===== src/rtl/i2c_target_resp_if.sv =====
// Bus and register-port bundle for the I2C target responder.
//   i2c_scl_i / i2c_sda_i : raw (asynchronous) pin levels seen by the target
//   i2c_sda_o / i2c_sda_e : open-drain SDA output value and pull-low enable
//   reg_*                 : byte-addressed register port (pointer, write strobe/data,
//                           read request and read data returned one cycle later)
//   i2c_status            : {5'b0, rd_mode, addr_match, busy}
// The slave modport is used by the target; the master modport by whatever models the bus
// and the register file.
interface i2c_target_resp_if;
    logic       i2c_scl_i;
    logic       i2c_sda_i;
    logic       i2c_sda_o;
    logic       i2c_sda_e;
    logic [7:0] reg_addr;
    logic [7:0] reg_wdata;
    logic       reg_wr;
    logic       reg_rd;
    logic [7:0] reg_rdata;
    logic [7:0] i2c_status;

    modport slave (
        input  i2c_scl_i, i2c_sda_i, reg_rdata,
        output i2c_sda_o, i2c_sda_e, reg_addr, reg_wdata, reg_wr, reg_rd, i2c_status
    );

    modport master (
        output i2c_scl_i, i2c_sda_i, reg_rdata,
        input  i2c_sda_o, i2c_sda_e, reg_addr, reg_wdata, reg_wr, reg_rd, i2c_status
    );
endinterface


===== src/rtl/i2c_target_resp.sv =====
// I2C target responder emulating a register-mapped device.
// Oversamples SCL/SDA, glitch-filters them, detects START/STOP, matches a 7-bit address and
// ACKs bytes. Writes: first byte sets the register pointer, following bytes pulse reg_wr.
// Reads: reg_rd fetches a byte (reg_rdata valid the next cycle) which is shifted out MSB
// first; the pointer auto-increments with 8-bit wrap.
// Ports:
//   clk   : system clock (>= 20x SCL)
//   reset : synchronous active-high reset
//   bus   : i2c_target_resp_if.slave (pins, register port, status)
module i2c_target_resp #(
    parameter logic [6:0]  SLAVE_ADDR = 7'h50,
    parameter int unsigned FILTER_LEN = 3
) (
    input  logic             clk,
    input  logic             reset,
    i2c_target_resp_if.slave bus
);
    localparam int unsigned CntW = $clog2(FILTER_LEN + 1);

    typedef enum logic [3:0] {
        StIdle,
        StAddr,
        StAddrAck,
        StPtr,
        StPtrAck,
        StWdata,
        StWdataAck,
        StRdata,
        StRdMack,
        StIgnore
    } state_e;

    // Index 0 = SCL, index 1 = SDA.
    logic [1:0]      sync1_q, sync2_q;
    logic [1:0]      filt_q, filt_d;
    logic [1:0]      prev_q;
    logic [CntW-1:0] fcnt_q [2];
    logic [CntW-1:0] fcnt_d [2];

    // A new level is accepted only after FILTER_LEN consecutive disagreeing samples.
    always_comb begin
        filt_d = filt_q;
        for (int i = 0; i < 2; i++) begin
            fcnt_d[i] = '0;
            if (sync2_q[i] != filt_q[i]) begin
                if (32'(fcnt_q[i]) + 32'd1 >= FILTER_LEN) begin
                    filt_d[i] = sync2_q[i];
                end else begin
                    fcnt_d[i] = fcnt_q[i] + 1'b1;
                end
            end
        end
    end

    // Lines reset to the idle-high level so leaving reset on an idle bus creates no edges.
    always_ff @(posedge clk) begin
        if (reset) begin
            sync1_q <= 2'b11;
            sync2_q <= 2'b11;
            filt_q  <= 2'b11;
            prev_q  <= 2'b11;
            fcnt_q  <= '{default: '0};
        end else begin
            sync1_q <= {bus.i2c_sda_i, bus.i2c_scl_i};
            sync2_q <= sync1_q;
            filt_q  <= filt_d;
            prev_q  <= filt_q;
            fcnt_q  <= fcnt_d;
        end
    end

    logic sda_f;
    logic scl_rise, scl_fall, start_ev, stop_ev;

    assign sda_f    = filt_q[1];
    assign scl_rise = filt_q[0] & ~prev_q[0];
    assign scl_fall = ~filt_q[0] & prev_q[0];
    assign start_ev = prev_q[1] & ~filt_q[1] & filt_q[0] & prev_q[0];
    assign stop_ev  = ~prev_q[1] & filt_q[1] & filt_q[0] & prev_q[0];

    state_e     state_q, state_d;
    logic [3:0] bcnt_q, bcnt_d;
    logic [7:0] rx_q, rx_d;
    logic [7:0] tx_q, tx_d;
    logic [7:0] ptr_q, ptr_d;
    logic [7:0] wdata_q, wdata_d;
    logic       wr_q, wr_d;
    logic       rd_q, rd_d;
    logic       rd_dly_q;
    logic       sda_e_q, sda_e_d;
    logic       busy_q, busy_d;
    logic       match_q, match_d;
    logic       rdmode_q, rdmode_d;

    logic [7:0] rx_byte;
    logic       byte_done;
    logic       rx_state;

    assign rx_byte   = {rx_q[6:0], sda_f};
    assign rx_state  = (state_q == StAddr) || (state_q == StPtr) || (state_q == StWdata);
    assign byte_done = rx_state && scl_rise && (bcnt_q == 4'd7);

    always_comb begin
        state_d  = state_q;
        bcnt_d   = bcnt_q;
        rx_d     = rx_q;
        tx_d     = tx_q;
        ptr_d    = ptr_q;
        wdata_d  = wdata_q;
        wr_d     = 1'b0;
        rd_d     = 1'b0;
        sda_e_d  = sda_e_q;
        busy_d   = busy_q;
        match_d  = match_q;
        rdmode_d = rdmode_q;

        // Pointer advances the cycle after the write strobe.
        if (wr_q) begin
            ptr_d = ptr_q + 8'd1;
        end

        if (start_ev) begin
            state_d  = StAddr;
            bcnt_d   = 4'd0;
            sda_e_d  = 1'b0;
            busy_d   = 1'b1;
            match_d  = 1'b0;
            rdmode_d = 1'b0;
        end else if (stop_ev) begin
            state_d  = StIdle;
            bcnt_d   = 4'd0;
            sda_e_d  = 1'b0;
            busy_d   = 1'b0;
            match_d  = 1'b0;
            rdmode_d = 1'b0;
        end else begin
            if (rx_state && scl_rise) begin
                rx_d   = rx_byte;
                bcnt_d = byte_done ? 4'd0 : bcnt_q + 4'd1;
            end

            case (state_q)
                StAddr: begin
                    if (byte_done) begin
                        if (rx_byte[7:1] == SLAVE_ADDR) begin
                            match_d  = 1'b1;
                            rdmode_d = rx_byte[0];
                            rd_d     = rx_byte[0];
                            state_d  = StAddrAck;
                        end else begin
                            state_d = StIgnore;
                        end
                    end
                end
                StPtr: begin
                    if (byte_done) begin
                        ptr_d   = rx_byte;
                        state_d = StPtrAck;
                    end
                end
                StWdata: begin
                    if (byte_done) begin
                        wr_d    = 1'b1;
                        wdata_d = rx_byte;
                        state_d = StWdataAck;
                    end
                end
                StAddrAck, StPtrAck, StWdataAck: begin
                    // bcnt 0: waiting for the fall that ends bit 8; 1: waiting for the 9th.
                    if (scl_fall) begin
                        if (bcnt_q == 4'd0) begin
                            sda_e_d = 1'b1;
                            bcnt_d  = 4'd1;
                        end else begin
                            sda_e_d = 1'b0;
                            bcnt_d  = 4'd0;
                            if (state_q == StAddrAck && rdmode_q) begin
                                sda_e_d = ~tx_q[7];
                                tx_d    = {tx_q[6:0], 1'b0};
                                state_d = StRdata;
                            end else if (state_q == StAddrAck) begin
                                state_d = StPtr;
                            end else begin
                                state_d = StWdata;
                            end
                        end
                    end
                end
                StRdata: begin
                    if (scl_rise) begin
                        bcnt_d = bcnt_q + 4'd1;
                    end else if (scl_fall) begin
                        if (bcnt_q == 4'd8) begin
                            sda_e_d = 1'b0;
                            bcnt_d  = 4'd0;
                            state_d = StRdMack;
                        end else begin
                            sda_e_d = ~tx_q[7];
                            tx_d    = {tx_q[6:0], 1'b0};
                        end
                    end
                end
                StRdMack: begin
                    if (scl_rise && bcnt_q == 4'd0) begin
                        ptr_d = ptr_q + 8'd1;
                        if (!sda_f) begin
                            rd_d   = 1'b1;
                            bcnt_d = 4'd1;
                        end else begin
                            state_d = StIgnore;
                        end
                    end else if (scl_fall && bcnt_q == 4'd1) begin
                        sda_e_d = ~tx_q[7];
                        tx_d    = {tx_q[6:0], 1'b0};
                        bcnt_d  = 4'd0;
                        state_d = StRdata;
                    end
                end
                default: begin
                end
            endcase
        end

        // Read data arrives the cycle after reg_rd.
        if (rd_dly_q) begin
            tx_d = bus.reg_rdata;
        end
    end

    always_ff @(posedge clk) begin
        if (reset) begin
            state_q  <= StIdle;
            bcnt_q   <= 4'd0;
            rx_q     <= 8'h00;
            tx_q     <= 8'h00;
            ptr_q    <= 8'h00;
            wdata_q  <= 8'h00;
            wr_q     <= 1'b0;
            rd_q     <= 1'b0;
            rd_dly_q <= 1'b0;
            sda_e_q  <= 1'b0;
            busy_q   <= 1'b0;
            match_q  <= 1'b0;
            rdmode_q <= 1'b0;
        end else begin
            state_q  <= state_d;
            bcnt_q   <= bcnt_d;
            rx_q     <= rx_d;
            tx_q     <= tx_d;
            ptr_q    <= ptr_d;
            wdata_q  <= wdata_d;
            wr_q     <= wr_d;
            rd_q     <= rd_d;
            rd_dly_q <= rd_q;
            sda_e_q  <= sda_e_d;
            busy_q   <= busy_d;
            match_q  <= match_d;
            rdmode_q <= rdmode_d;
        end
    end

    // START/STOP release SDA in the very cycle they are detected.
    assign bus.i2c_sda_o  = 1'b0;
    assign bus.i2c_sda_e  = sda_e_q & ~(start_ev | stop_ev);
    assign bus.reg_addr   = ptr_q;
    assign bus.reg_wdata  = wdata_q;
    assign bus.reg_wr     = wr_q;
    assign bus.reg_rd     = rd_q;
    assign bus.i2c_status = {5'b0, rdmode_q, match_q, busy_q};
endmodule


===== src/flat_wrapper.sv =====
// flat-port wrapper written by rule: the top's interface ports become plain ports
module i2c_target_resp_flat 
#(
    parameter logic [6:0]  SLAVE_ADDR = 7'h50,
    parameter int unsigned FILTER_LEN = 3
)
  (clk, reset, bus_i2c_scl_i, bus_i2c_sda_i, bus_reg_rdata, bus_i2c_sda_o, bus_i2c_sda_e, bus_reg_addr, bus_reg_wdata, bus_reg_wr, bus_reg_rd, bus_i2c_status);
  i2c_target_resp_if bus_i ();
  input  logic clk;
  input  logic reset;
  input wire logic [$bits(bus_i.i2c_scl_i)-1:0] bus_i2c_scl_i;
  input wire logic [$bits(bus_i.i2c_sda_i)-1:0] bus_i2c_sda_i;
  input wire logic [$bits(bus_i.reg_rdata)-1:0] bus_reg_rdata;
  output wire logic [$bits(bus_i.i2c_sda_o)-1:0] bus_i2c_sda_o;
  output wire logic [$bits(bus_i.i2c_sda_e)-1:0] bus_i2c_sda_e;
  output wire logic [$bits(bus_i.reg_addr)-1:0] bus_reg_addr;
  output wire logic [$bits(bus_i.reg_wdata)-1:0] bus_reg_wdata;
  output wire logic [$bits(bus_i.reg_wr)-1:0] bus_reg_wr;
  output wire logic [$bits(bus_i.reg_rd)-1:0] bus_reg_rd;
  output wire logic [$bits(bus_i.i2c_status)-1:0] bus_i2c_status;
  assign bus_i.i2c_scl_i = bus_i2c_scl_i;
  assign bus_i.i2c_sda_i = bus_i2c_sda_i;
  assign bus_i.reg_rdata = bus_reg_rdata;
  assign bus_i2c_sda_o = bus_i.i2c_sda_o;
  assign bus_i2c_sda_e = bus_i.i2c_sda_e;
  assign bus_reg_addr = bus_i.reg_addr;
  assign bus_reg_wdata = bus_i.reg_wdata;
  assign bus_reg_wr = bus_i.reg_wr;
  assign bus_reg_rd = bus_i.reg_rd;
  assign bus_i2c_status = bus_i.i2c_status;
  i2c_target_resp #(.SLAVE_ADDR(SLAVE_ADDR), .FILTER_LEN(FILTER_LEN)) u_core (.clk(clk), .reset(reset), .bus(bus_i));
endmodule

===== config.mk =====
export PLATFORM = sky130hd
export DESIGN_NAME = i2c_target_resp_flat
export DESIGN_NICKNAME = d
export VERILOG_FILES = /design/src/rtl/i2c_target_resp_if.sv /design/src/rtl/i2c_target_resp.sv /design/src/flat_wrapper.sv
export SDC_FILE = /design/constraint.sdc
export NUM_CORES = 1
export LEC_CHECK = 0
export ABC_AREA = 1
export CORE_MARGIN = 2
export CORE_UTILIZATION = 35
export CTS_BUF_LIST = sky130_fd_sc_hd__clkbuf_2
export DETAILED_ROUTE_END_ITERATION = 8
export PLACE_DENSITY = 0.54
export SLEW_MARGIN = 10
export SYNTH_ARGS = -nofsm -noshare
export SYNTH_HDL_FRONTEND = slang
export SYNTH_SLANG_ARGS = --single-unit
export TNS_END_PERCENT = 5

===== constraint.sdc =====
create_clock -name clk -period 2.25 [get_ports clk]
set_clock_uncertainty 0.15 [all_clocks]
set_input_delay 0.45 -clock clk [delete_from_list [all_inputs] [get_ports clk]]
set_output_delay 0.45 -clock clk [all_outputs]
set_load 0.1 [all_outputs]

After elaboration in Yosys (flattened, before gate mapping)
Index checks and enable logic that the tools add are counted.

$add $sub $neg: 6. Magnitude comparators: 2. Equal/unequal tests: 46. Multiplexer cells: 63. Bitwise operators: 21. Reductions and logical operators: 27.

Operators by type and width (number): $mux 8 (16); $mux 4 (22); $ge 32x2->1 const B (2); $reduce_and 11->1 (3); $ne 4x1->1 const B (6); $pmux 4 s6 (1); $pmux 8 s3 (1); $eq 4x3->1 const B (5); $mux 1 (18); $pmux 8 s2 (1); $ne 3x1->1 const B (5); $ne 2x1->1 const B (7); $ne 3x2->1 const B (4); $pmux 4 s3 (1); $reduce_or 3->1 (4); $not 1->1 (11); $ne 2x2->1 const B (5); $and 1x1->1 (9); $add 8x1->8 const B (1); $eq 4x1->1 const B (2); $eq 4x2->1 const B (2); $eq 4x4->1 const B (2); $reduce_bool 8->1 (1); $eq 7x7->1 const B (1); other kinds (25) (35).

Flip-flop bits (word level): 58. Bits of input ports: 12. Output and inout bits: 28. Logic and storage cells: 186.

Depth between registers and ports, before layout
Gate-level depths: netlist (run 1).

Depth in word-level cells: 11. Gate-level depth with buffers: 13. Mapped depth without buffers: 13.

Worst setup path before layout (run 1)
Ideal clock, no wire load.

Path kind: reg-to-output. Start point: register u_core.filt_q[1]. End point: output bus_i2c_sda_e. Arrival: 2.022 ns. Required time: 1.650 ns. Slack: -0.372 ns. Stages on the path, launching flop included: 6. Buffers on the path: 1. Path through: dfxtp_1 clkbuf_2 inv_1 nand4_1 nand2_1 nor2_1.

Cells in the longest elaborated chain, start to end: 7. Elaborated cells on any way between the ends: 10. Those cells by class: 10 x bitwise.

RTL lines: start, declared (RTL line i2c_target_resp.sv:35) `logic [1:0] filt_q, filt_d;`; start signal, assigned (RTL line i2c_target_resp.sv:66) `filt_q <= filt_d;`; $not 1->1 (RTL line i2c_target_resp.sv:78) `assign start_ev = prev_q[1] & ~filt_q[1] & filt_q[0] & prev_q[0];`; $and 1x1->1 (3 in a row) (RTL line i2c_target_resp.sv:78); $or 1x1->1 (*) (RTL line i2c_target_resp.sv:264) `assign bus.i2c_sda_e = sda_e_q & ~(start_ev | stop_ev);`; $not 1->1 (*) (RTL line i2c_target_resp.sv:264); $and 1x1->1 (*) (RTL line i2c_target_resp.sv:264); end, declared (RTL line flat_wrapper.sv:15) `output wire logic [$bits(bus_i.i2c_sda_e)-1:0] bus_i2c_sda_e;`.

Mark *: on every way between the ends. The rest lies on a longest branch, timed or not.

Final worst setup path (run 1)
Same ends and word-level chain as after synthesis.

==> flow_metrics.tcl, run 1 <==
set metrics [dict create \
    layout_common_cells "nand2_1, dfxtp_1, nand3_1" \
    n_antenna_cell 0 \
    worstSetupPathType "reg -> out" \
    synth_cells 462 \
    die_x_um 99.80 \
    hold_start "u_core.sync1_q[0]$_SDFF_PP1_" \
    ys_ff_latch 58 \
    end_kind "output port" \
    ant_nets 0 \
    r2r_end "u_core.state_q[2]$_SDFFE_PP0P_" \
    dpl.cell_count 599 \
    grt-ovfl-total 0 \
    nets 523 \
    cp.arrival_ns 1.48 \
    synth_ff_type "dfxtp_1" \
    port_buffers 33 \
    post_dp_cell_area_um2 3645 \
    area_growth_pct 18.50 \
    slew_violations 0 \
    slowest_delay_ns 0.36 \
    syn_avg_cell_area_um2 6.952 \
    critPathRequiredTime_ns 1.65 \
    synth_warnings 0 \
    start_kind "flop" \
    seq_area_frac_synth 0.3615 \
    start_util 0.3647 \
    syn_area_um2 3212 \
    avgViaCountPerCell 5.016 \
    switching_power_mw 1.133 \
    clock_latency_ns 0.50 \
    tritoncts "yes" \
    cts-htree-levels 3 \
    p_sw_frac 0.3980 \
    drt-pass1-iter-count 4 \
    clk_pin_slew_worst_paths_ns 0.16 \
    internal_power_mw 1.714 \
    root_buffer "clkbuf_2" \
    gp_congestion 0.9672 \
    die_h_um 99.80 \
    grtUsageMet3 0.03412 \
    gr-usage-all-layers 0.1678 \
    grt_util_met1 0.2092 \
    synth_cell_types 34 \
    synth_edf_count 0 \
    async_reset_ff_frac 0 \
    synth_top_area_share 0.3615 \
    p_comb_frac 0.342 \
    fin_cells 616 \
    r2r_cells 11 \
    hpwl_mm 5.985 \
    fin_crit_sh 0.9256 \
    r2r-start "u_core.bcnt_q[0]$_SDFF_PP0_" \
    drc 0 \
    cts_sinks 58 \
    grt_use_met2 0.2656 \
    regArea_um2 1166 \
    die_area_um2 9959 \
    hp-class "reg -> reg" \
    final_hold_viol_count 0 \
    wl_per_cell_um 12.84 \
    yosys-top-cells-area "dfxtp_1, nand2_1, nand3_1" \
    cts_made_buffers 9 \
    power_frac_seq 0.389 \
    status "complete, no violations" \
    finalPower_mw 2.847 \
    busiest_layer "met2" \
    critical_path.slowest_cell "dfxtp_2" \
    ff2ff_setup_slack_ns 0.20 \
    max_freq_ghz 0.4801 \
    fillers 926 \
    synth_area_leader_cell "dfxtp_1" \
    holdPathStages 1 \
    cts_hold_buf 0 \
    top_level_ports 40 \
    antenna_found_initial 0 \
    clock_tree.buffer_depth 2 \
    grt_pass1_wl_mm 13.27 \
    ir_drop_mv 0.3335 \
    tns_ns 0 \
    grt_max_degree 19 \
    min_to "u_core.sync2_q[0]$_SDFF_PP1_" \
    grt_pass1_vias 2875 \
    core-area_um2 8806 \
    mostFrequentLayoutCell "nand2_1" \
    design_area_um2 3806 \
    whs_ns 0.2792 \
    powerDensity_nw_per_um2 748.1 \
    fin_crit_ns 2.083 \
    multiInputGateArea_um2 1764 \
    power.share.clock 0.269 \
    route.final.wire_length_mm 7.907 \
    setup_violations 0 \
    rsz0062_at_grt "no" \
    power_leakage_nw 1.649 \
    drive_above_1_share 0.2008 \
    crit_fanout 6 \
    drt_iter0_markers 107 \
    std_cell_rows 34 \
    drv_cap 0 \
    path_cells "buf_4 -> nand3_2 -> nand2_4 -> nor2_4 -> buf_12" \
    via_count 3090 \
]
Yosys cell counts (all sizes together) (2+ instances only):
master / instances
ha: 8
nand3: 52
inv: 58
nand4: 7
xor2: 8
o211ai: 11
o21bai: 2
a31oi: 5
or2: 6
buf: 10
nand2: 95
nor2: 56
o21ai: 31
clkbuf: 8
nand3b: 2
dfxtp: 58
a22oi: 2
a21oi: 39
registers in the layout, summed over array words and instances (netlist names):
signal,count
u_core.rd_dly_q,1
u_core.state_q,4
u_core.sync1_q,2
u_core.bcnt_q,4
u_core.tx_q,8
u_core.fcnt_q,4
u_core.bus.reg_wdata,8
u_core.bus.reg_addr,8
u_core.sync2_q,2
u_core.busy_q,1
u_core.prev_q,2
u_core.rx_q,7
u_core.rdmode_q,1
u_core.match_q,1
u_core.filt_q,2
u_core.bus.reg_wr,1
u_core.bus.reg_rd,1
u_core.sda_e_q,1
cell type report:
class	count	share of cell area
sequential	58	0.3064
tap	108	0.03550
inverter	59	0.05819
multi-input combinational	332	0.4635
timing repair buffer	43	0.1019
clock inverter	6	0.02137
clock buffer	10	0.01315
worst max-delay path by stage:
| stage | cells past startpoint | slack (ns) | start | to |
|---|---|---|---|---|
| after floorplan | 7 | -0.12 | u_core.bus.reg_addr[0]$_SDFF_PP0_ | u_core.bus.reg_addr[6]$_SDFF_PP0_ |
| after global placement | 11 | 0.24 | u_core.bcnt_q[0]$_SDFF_PP0_ | u_core.state_q[2]$_SDFFE_PP0P_ |
| after detailed placement | 11 | 0.25 | u_core.bcnt_q[0]$_SDFF_PP0_ | u_core.state_q[2]$_SDFFE_PP0P_ |
| after CTS | 4 | 0.02 | u_core.filt_q[0]$_SDFFE_PP1P_ | bus_i2c_sda_e |
| after global routing | 5 | 0.04 | u_core.filt_q[1]$_SDFFE_PP1P_ | bus_i2c_sda_e |
| final | 5 | 0.17 | u_core.filt_q[1]$_SDFFE_PP1P_ | bus_i2c_sda_e |
layer usage:
metal | vias up | part of all wire
li1 | 1586 | -
met1 | 1405 | 0.46
met5 | - | 0
met2 | 79 | 0.46
met3 | 20 | 0.042
met4 | 0 | 0.035
logic make-up (layout without fill, tap and decap cells):
kind of cell | Yosys count | after routing | synth area share
and+or+nand+nor | 219 | 219 | 0.3253
AOI/OAI and AO/OA | 91 | 91 | 0.1578
buffers and inverters | 77 | 118 | 0.1013
DFF | 58 | 58 | 0.3615
adders and majority gates | 8 | 8 | 0.03117
xor gates and xnor gates | 8 | 8 | 0.02182
other | 1 | 6 | 0.001168
power groups by stage:
stage | Clock [mW] | Sequential [mW] | Combinational (mW)
floorplan | 0 | 1.18 | 0.689
global placement | 0 | 1.13 | 0.964
detailed placement | 0 | 1.13 | 0.960
CTS | 0.799 | 1.11 | 0.970
global route | 0.842 | 1.12 | 1.07
finish | 0.765 | 1.11 | 0.974
timing repair:
item,CTS,global route
buffers inserted,0,1
setup endpoints to repair,1,2
pin swaps,0,2
gates resized for setup,2,7
cloned,0,0
worst max-delay path: cells and delay by family (launching register included):
kind          cells  cell delay (ns)
flops             1             0.36
buf+inv           2             0.34
simple gates      3             0.29
through the flow:
step             util  setup WS [ns]
3_3_place_gp   0.4139         0.2381
4_1_cts        0.4297        0.01617
5_1_grt        0.4322        0.04314
2_1_floorplan       -        -0.1226
6_report       0.4322         0.1673
3_5_place_dp   0.4139         0.2461
No activity file was read; power rests on OpenSTA's default activity.
==> run 2, diff against run 1 <==
--- a/config.mk
+++ b/config.mk
@@ -7,10 +7,10 @@
 export LEC_CHECK = 0
 export ABC_AREA = 1
 export CORE_MARGIN = 2
-export CORE_UTILIZATION = 35
-export CTS_BUF_LIST = sky130_fd_sc_hd__clkbuf_2
+export CORE_UTILIZATION = 56
+export CTS_BUF_LIST = sky130_fd_sc_hd__clkbuf_16
 export DETAILED_ROUTE_END_ITERATION = 8
-export PLACE_DENSITY = 0.54
+export PLACE_DENSITY = 0.79
 export SLEW_MARGIN = 10
 export SYNTH_ARGS = -nofsm -noshare
 export SYNTH_HDL_FRONTEND = slang
==> run 2 against run 1 <==
Compared with the run above:
- non-clock buffer count decreased by 2
- sequential power is essentially flat
- final area increased by 2.5%
- critical path type unchanged
- critical endpoint unchanged
==> flow_metrics.tcl, run 2 (synthesis results as in run 1) <==
set metrics [dict create \
    tightest_slew_ns 0.5163 \
    gr-usage-all-layers 0.2703 \
    layout_common_cells "nand2_1, dfxtp_1, nand3_1" \
    critical_path.slowest_cell "dfxtp_1" \
    crit_fanout 6 \
    multiInputGateArea_um2 1749 \
    r2r_cells 9 \
    cp.arrival_ns 1.55 \
    core-area_um2 5507 \
    start_util 0.5833 \
    std_cell_rows 27 \
    r2r-start "u_core.state_q[3]$_SDFFE_PP0P_" \
    area_growth_pct 21.50 \
    cts_sinks 58 \
    drc 0 \
    finalPower_mw 3.524 \
    drive_above_1_share 0.1877 \
    hold_start "u_core.sync1_q[1]$_SDFF_PP1_" \
    fin_crit_ns 2.151 \
    cts-htree-levels 3 \
    setup_violations 0 \
    route.final.wire_length_mm 7.998 \
    grt-ovfl-total 0 \
    worst_slack_ns 0.09924 \
    root_buffer "clkbuf_16" \
    design_area_um2 3902 \
    worst-path-buf-inv 1 \
    die_h_um 79.73 \
    tritoncts "yes" \
    powerDensity_nw_per_um2 903.1 \
    grt_pass1_vias 2870 \
    slew_violations 0 \
    regArea_um2 1162 \
    antenna_found_initial 0 \
    cts_hold_buf 0 \
    cp-startpoint "u_core.filt_q[0]$_SDFFE_PP1P_" \
    ff2ff_setup_slack_ns 0.27 \
    avgViaCountPerCell 5.498 \
    critPathRequiredTime_ns 1.65 \
    mostFrequentLayoutCell "nand2_1" \
    slowest_delay_ns 0.48 \
    post_dp_cell_area_um2 3580 \
    path_cells "nand4_1 -> nand2_2 -> nor2_2 -> buf_12" \
    path_delay_family "simple AND/OR/NAND/NOR gates" \
    ir_drop_mv 0.6606 \
    via_count 3178 \
    worstSetupPathType "reg -> out" \
    drt-pass1-iter-count 5 \
    ant_nets 0 \
    power_leakage_nw 1.711 \
    fin_crit_sh 0.9559 \
    die_x_um 79.73 \
    nets 521 \
    slew_headroom 0.6554 \
    cp_num_cells 4 \
    status "complete, no violations" \
    clock_tree.buffer_depth 2 \
    drv_cap 0 \
    wl_per_cell_um 13.84 \
    gp_congestion 0.9315 \
    die_area_um2 6357 \
    drt_iter0_markers 218 \
    top_level_ports 40 \
    start_kind "flop" \
    final_hold_viol_count 0 \
    n_antenna_cell 0 \
    clk_pin_slew_worst_paths_ns 0.05 \
    grt_pass1_wl_mm 13.29 \
    port_buffers 33 \
    hp-class "reg -> reg" \
    grt_max_degree 25 \
    post_cts_buffers 0 \
    cts_made_buffers 9 \
    tns_ns 0 \
    max_freq_ghz 0.4650 \
    crit_end "bus_i2c_sda_e" \
    end_kind "output port" \
    rsz0062_at_grt "no" \
    r2r_end "u_core.bus.reg_addr[0]$_SDFF_PP0_" \
    post-place-ws_ns 0.1497 \
    fillers 489 \
    clock_latency_ns 0.33 \
    hpwl_mm 5.989 \
]
run 2: what timing repair did:
item,4_1_cts,5_1_grt
endpoints found under the setup margin,1,1
gates resized for setup,1,1
gates cloned,0,0
hold endpoints to repair,0,0
run 2: worst reg2reg max path: cells and delay by family, from the launching register on:
kind | cells | cell delay, ns
buf+inv | 2 | 0.18
simple gates | 5 | 0.81
compound gates | 2 | 0.31
flops | 1 | 0.42
run 2: final cells by class:
cell class	count	area share
clock buffers	9	0.05771
clock inverters	7	0.02405
inverters	59	0.05675
multi-input cells	332	0.4482
flip-flops and latches	58	0.2979
well taps	72	0.02308
repair buffers	41	0.09234
run 2: worst min path at each step:
stage / to / cells past startpoint
after floorplan: u_core.sync2_q[0]$_SDFF_PP1_ / 1
after global placement: u_core.sync2_q[1]$_SDFF_PP1_ / 1
after detailed placement: u_core.sync2_q[0]$_SDFF_PP1_ / 1
after CTS: u_core.sync2_q[0]$_SDFF_PP1_ / 1
after global routing: u_core.sync2_q[0]$_SDFF_PP1_ / 1
final: u_core.sync2_q[1]$_SDFF_PP1_ / 1
run 2: power breakdown:
part	internal, mW	switching, mW
sequential	1.07	0.0443
clock	0.965	0.486
combinational	0.279	0.683
run 2: stage by stage:
step	cells	util	hold slack, ns
after floorplan	467	-	0.2395
after global placement	562	0.6501	0.2424
after detailed placement	562	0.6501	0.2458
after CTS	578	0.7082	0.2603
after global routing	578	0.7087	0.2644
final	578	0.7087	0.2592
run 2: metal layers:
metal  wire (µm)  track usage  up-vias  part of all wire
met5           0            0        -                 0
met4         178       0.1068        0             0.022
met3         555      0.07014       20             0.069
met2        3700       0.4521      126              0.46
met1        3563       0.3315     1440              0.45
li1            -            -     1592                 -
==> run 3, diff against run 2 <==
==> constraint.sdc (replaced) <==
create_clock -name clk -period 2.4 [get_ports clk]
set_clock_uncertainty 0.15 [all_clocks]
set_input_delay 0.48 -clock clk [delete_from_list [all_inputs] [get_ports clk]]
set_output_delay 0.48 -clock clk [all_outputs]
set_load 0.1 [all_outputs]
==> run 3 against run 2 <==
Compared with the run above:
- power down 7.2%
- final area decreased by 0.67%
- first-iteration DRC count up 3.7%
- sequential power is 6% lower
- clock-buffer cell count did not move
- sequential share of layout area is 0.20 points higher
- via count decreased by 2.5%
- sequential cell count unchanged
- cell count fell by 0.35%
- critical path depth increased by 2
- critical endpoint unchanged
==> flow_metrics.tcl, run 3 (synthesis results as in run 1) <==
set metrics [dict create \
    drive_above_1_share 0.1806 \
    powerDensity_nw_per_um2 843.6 \
    grt_pass1_vias 2846 \
    drc 0 \
    mostFrequentLayoutCell "nand2_1" \
    gp_congestion 0.9185 \
    cts_hold_buf 0 \
    area_growth_pct 20.69 \
    cts_made_buffers 9 \
    slew_headroom 0.5763 \
    final_hold_viol_count 0 \
    grt_max_degree 25 \
    fin_crit_ns 2.210 \
    port_buffers 33 \
    std_cell_rows 27 \
    fin_crit_sh 0.9208 \
    fin_util 0.7039 \
    path_cells "inv_2 -> nor2_1 -> nand3_1 -> nand2_1 -> nor2_2 -> buf_12" \
    drt-pass1-iter-count 5 \
    power_leakage_nw 1.701 \
    multiInputGateArea_um2 1747 \
    clock_tree.buffer_depth 2 \
    drt_iter0_markers 226 \
    grt-ovfl-total 0 \
    critPathRequiredTime_ns 1.77 \
    ir_drop_mv 0.5144 \
    n_antenna_cell 0 \
    critical_path.slowest_cell "dfxtp_1" \
    root_buffer "clkbuf_16" \
    avgViaCountPerCell 5.378 \
    wl_per_cell_um 13.73 \
    rsz0062_at_grt "no" \
    top_level_ports 40 \
    start_util 0.5833 \
    cp.arrival_ns 1.58 \
    cts-htree-levels 3 \
    setup_violations 0 \
    fillers 459 \
    die_x_um 79.73 \
    clk_pin_slew_worst_paths_ns 0.05 \
    worstSetupPathType "reg -> out" \
    antenna_found_initial 0 \
    gr-usage-all-layers 0.2680 \
    clock_latency_ns 0.32 \
    die_h_um 79.73 \
    hp-class "reg -> reg" \
    tritoncts "yes" \
    hpwl_mm 5.745 \
    route.final.wire_length_mm 7.907 \
    tightest_slew_ns 0.6348 \
    max_freq_ghz 0.4525 \
    die_area_um2 6357 \
    drv_cap 0 \
    slowest_delay_ns 0.40 \
    nets 519 \
    grt_pass1_wl_mm 13.14 \
    ant_nets 0 \
    start_kind "flop" \
    via_count 3098 \
    status "complete, no violations" \
    cts_sinks 58 \
    crit_fanout 4 \
    slew_violations 0 \
    end_kind "output port" \
    tns_ns 0 \
    layout_common_cells "nand2_1, dfxtp_1, nand3_1" \
    core-area_um2 5507 \
    regArea_um2 1162 \
]
-- run 3: cell types whose count changed in the layout (fill, tap and decap cells not counted) --
cell	previous run	this run
clkinv_2	1	2
nand2_2	6	5
buf_4	28	26
nand2_1	87	88
inv_1	45	46
clkinv_4	2	0
-- run 3: metal layers --
metal / track usage / share of wire / vias to the layer above
li1: - / - / 1580
met3: 0.05090 / 0.055 / 15
met1: 0.3362 / 0.45 / 1395
met5: 0 / 0 / -
met4: 0.1424 / 0.023 / 0
met2: 0.4353 / 0.48 / 108
-- run 3: report_power, final --
part           switching [mW]  internal [mW]
sequential             0.0427           1.00
combinational           0.640          0.258
clock                   0.432          0.896
-- run 3: worst max-delay path: cells and delay by family (launching register included) --
| kind | cells | cell delay [ns] |
|---|---|---|
| buffers and inverters | 2 | 0.23 |
| flip-flops | 1 | 0.40 |
| AND/OR/NAND/NOR | 4 | 0.63 |
-- run 3: what timing repair did --
item                       4_1_cts  5_1_grt
setup endpoints to repair        1        1
gates resized for setup          1        0
buffers inserted                 0        2
-- run 3: final timing paths --
check	cells past startpoint	slack (ns)	end	start
hold reg to reg	1	0.27	u_core.sync2_q[1]$_SDFF_PP1_	u_core.sync1_q[1]$_SDFF_PP1_
setup / recovery	6	0.19	bus_i2c_sda_e	u_core.prev_q[0]$_SDFF_PP1_
hold / removal	1	0.27	u_core.sync2_q[1]$_SDFF_PP1_	u_core.sync1_q[1]$_SDFF_PP1_
setup reg to reg	6	0.38	u_core.bcnt_q[0]$_SDFF_PP0_	u_core.filt_q[1]$_SDFFE_PP1P_
-- run 3: cell type report --
cell class	instances	share of cell area
multi-input combinational	332	0.4506
sequential	58	0.2999
tap	72	0.02324
clock inverter	7	0.02195
inverter	59	0.05713
clock buffer	9	0.05810
timing repair buffer	39	0.08909
-- run 3: through the flow --
| stage | cell area, µm² | worst slack, ns | power [mW] | std cells | hold slack (ns) |
|---|---|---|---|---|---|
| 3_5_place_dp | 3550 | 0.1163 | 1.941 | 558 | 0.2567 |
| 2_1_floorplan | 3233 | 0.02737 | 1.753 | 467 | 0.2395 |
| 3_3_place_gp | 3550 | 0.08952 | 1.932 | 558 | 0.2461 |
| 4_1_cts | 3861 | 0.05419 | 3.268 | 574 | 0.2707 |
| 6_report | 3876 | 0.1900 | 3.270 | 576 | 0.2664 |
| 5_1_grt | 3876 | 0.09948 | 3.433 | 576 | 0.2934 |
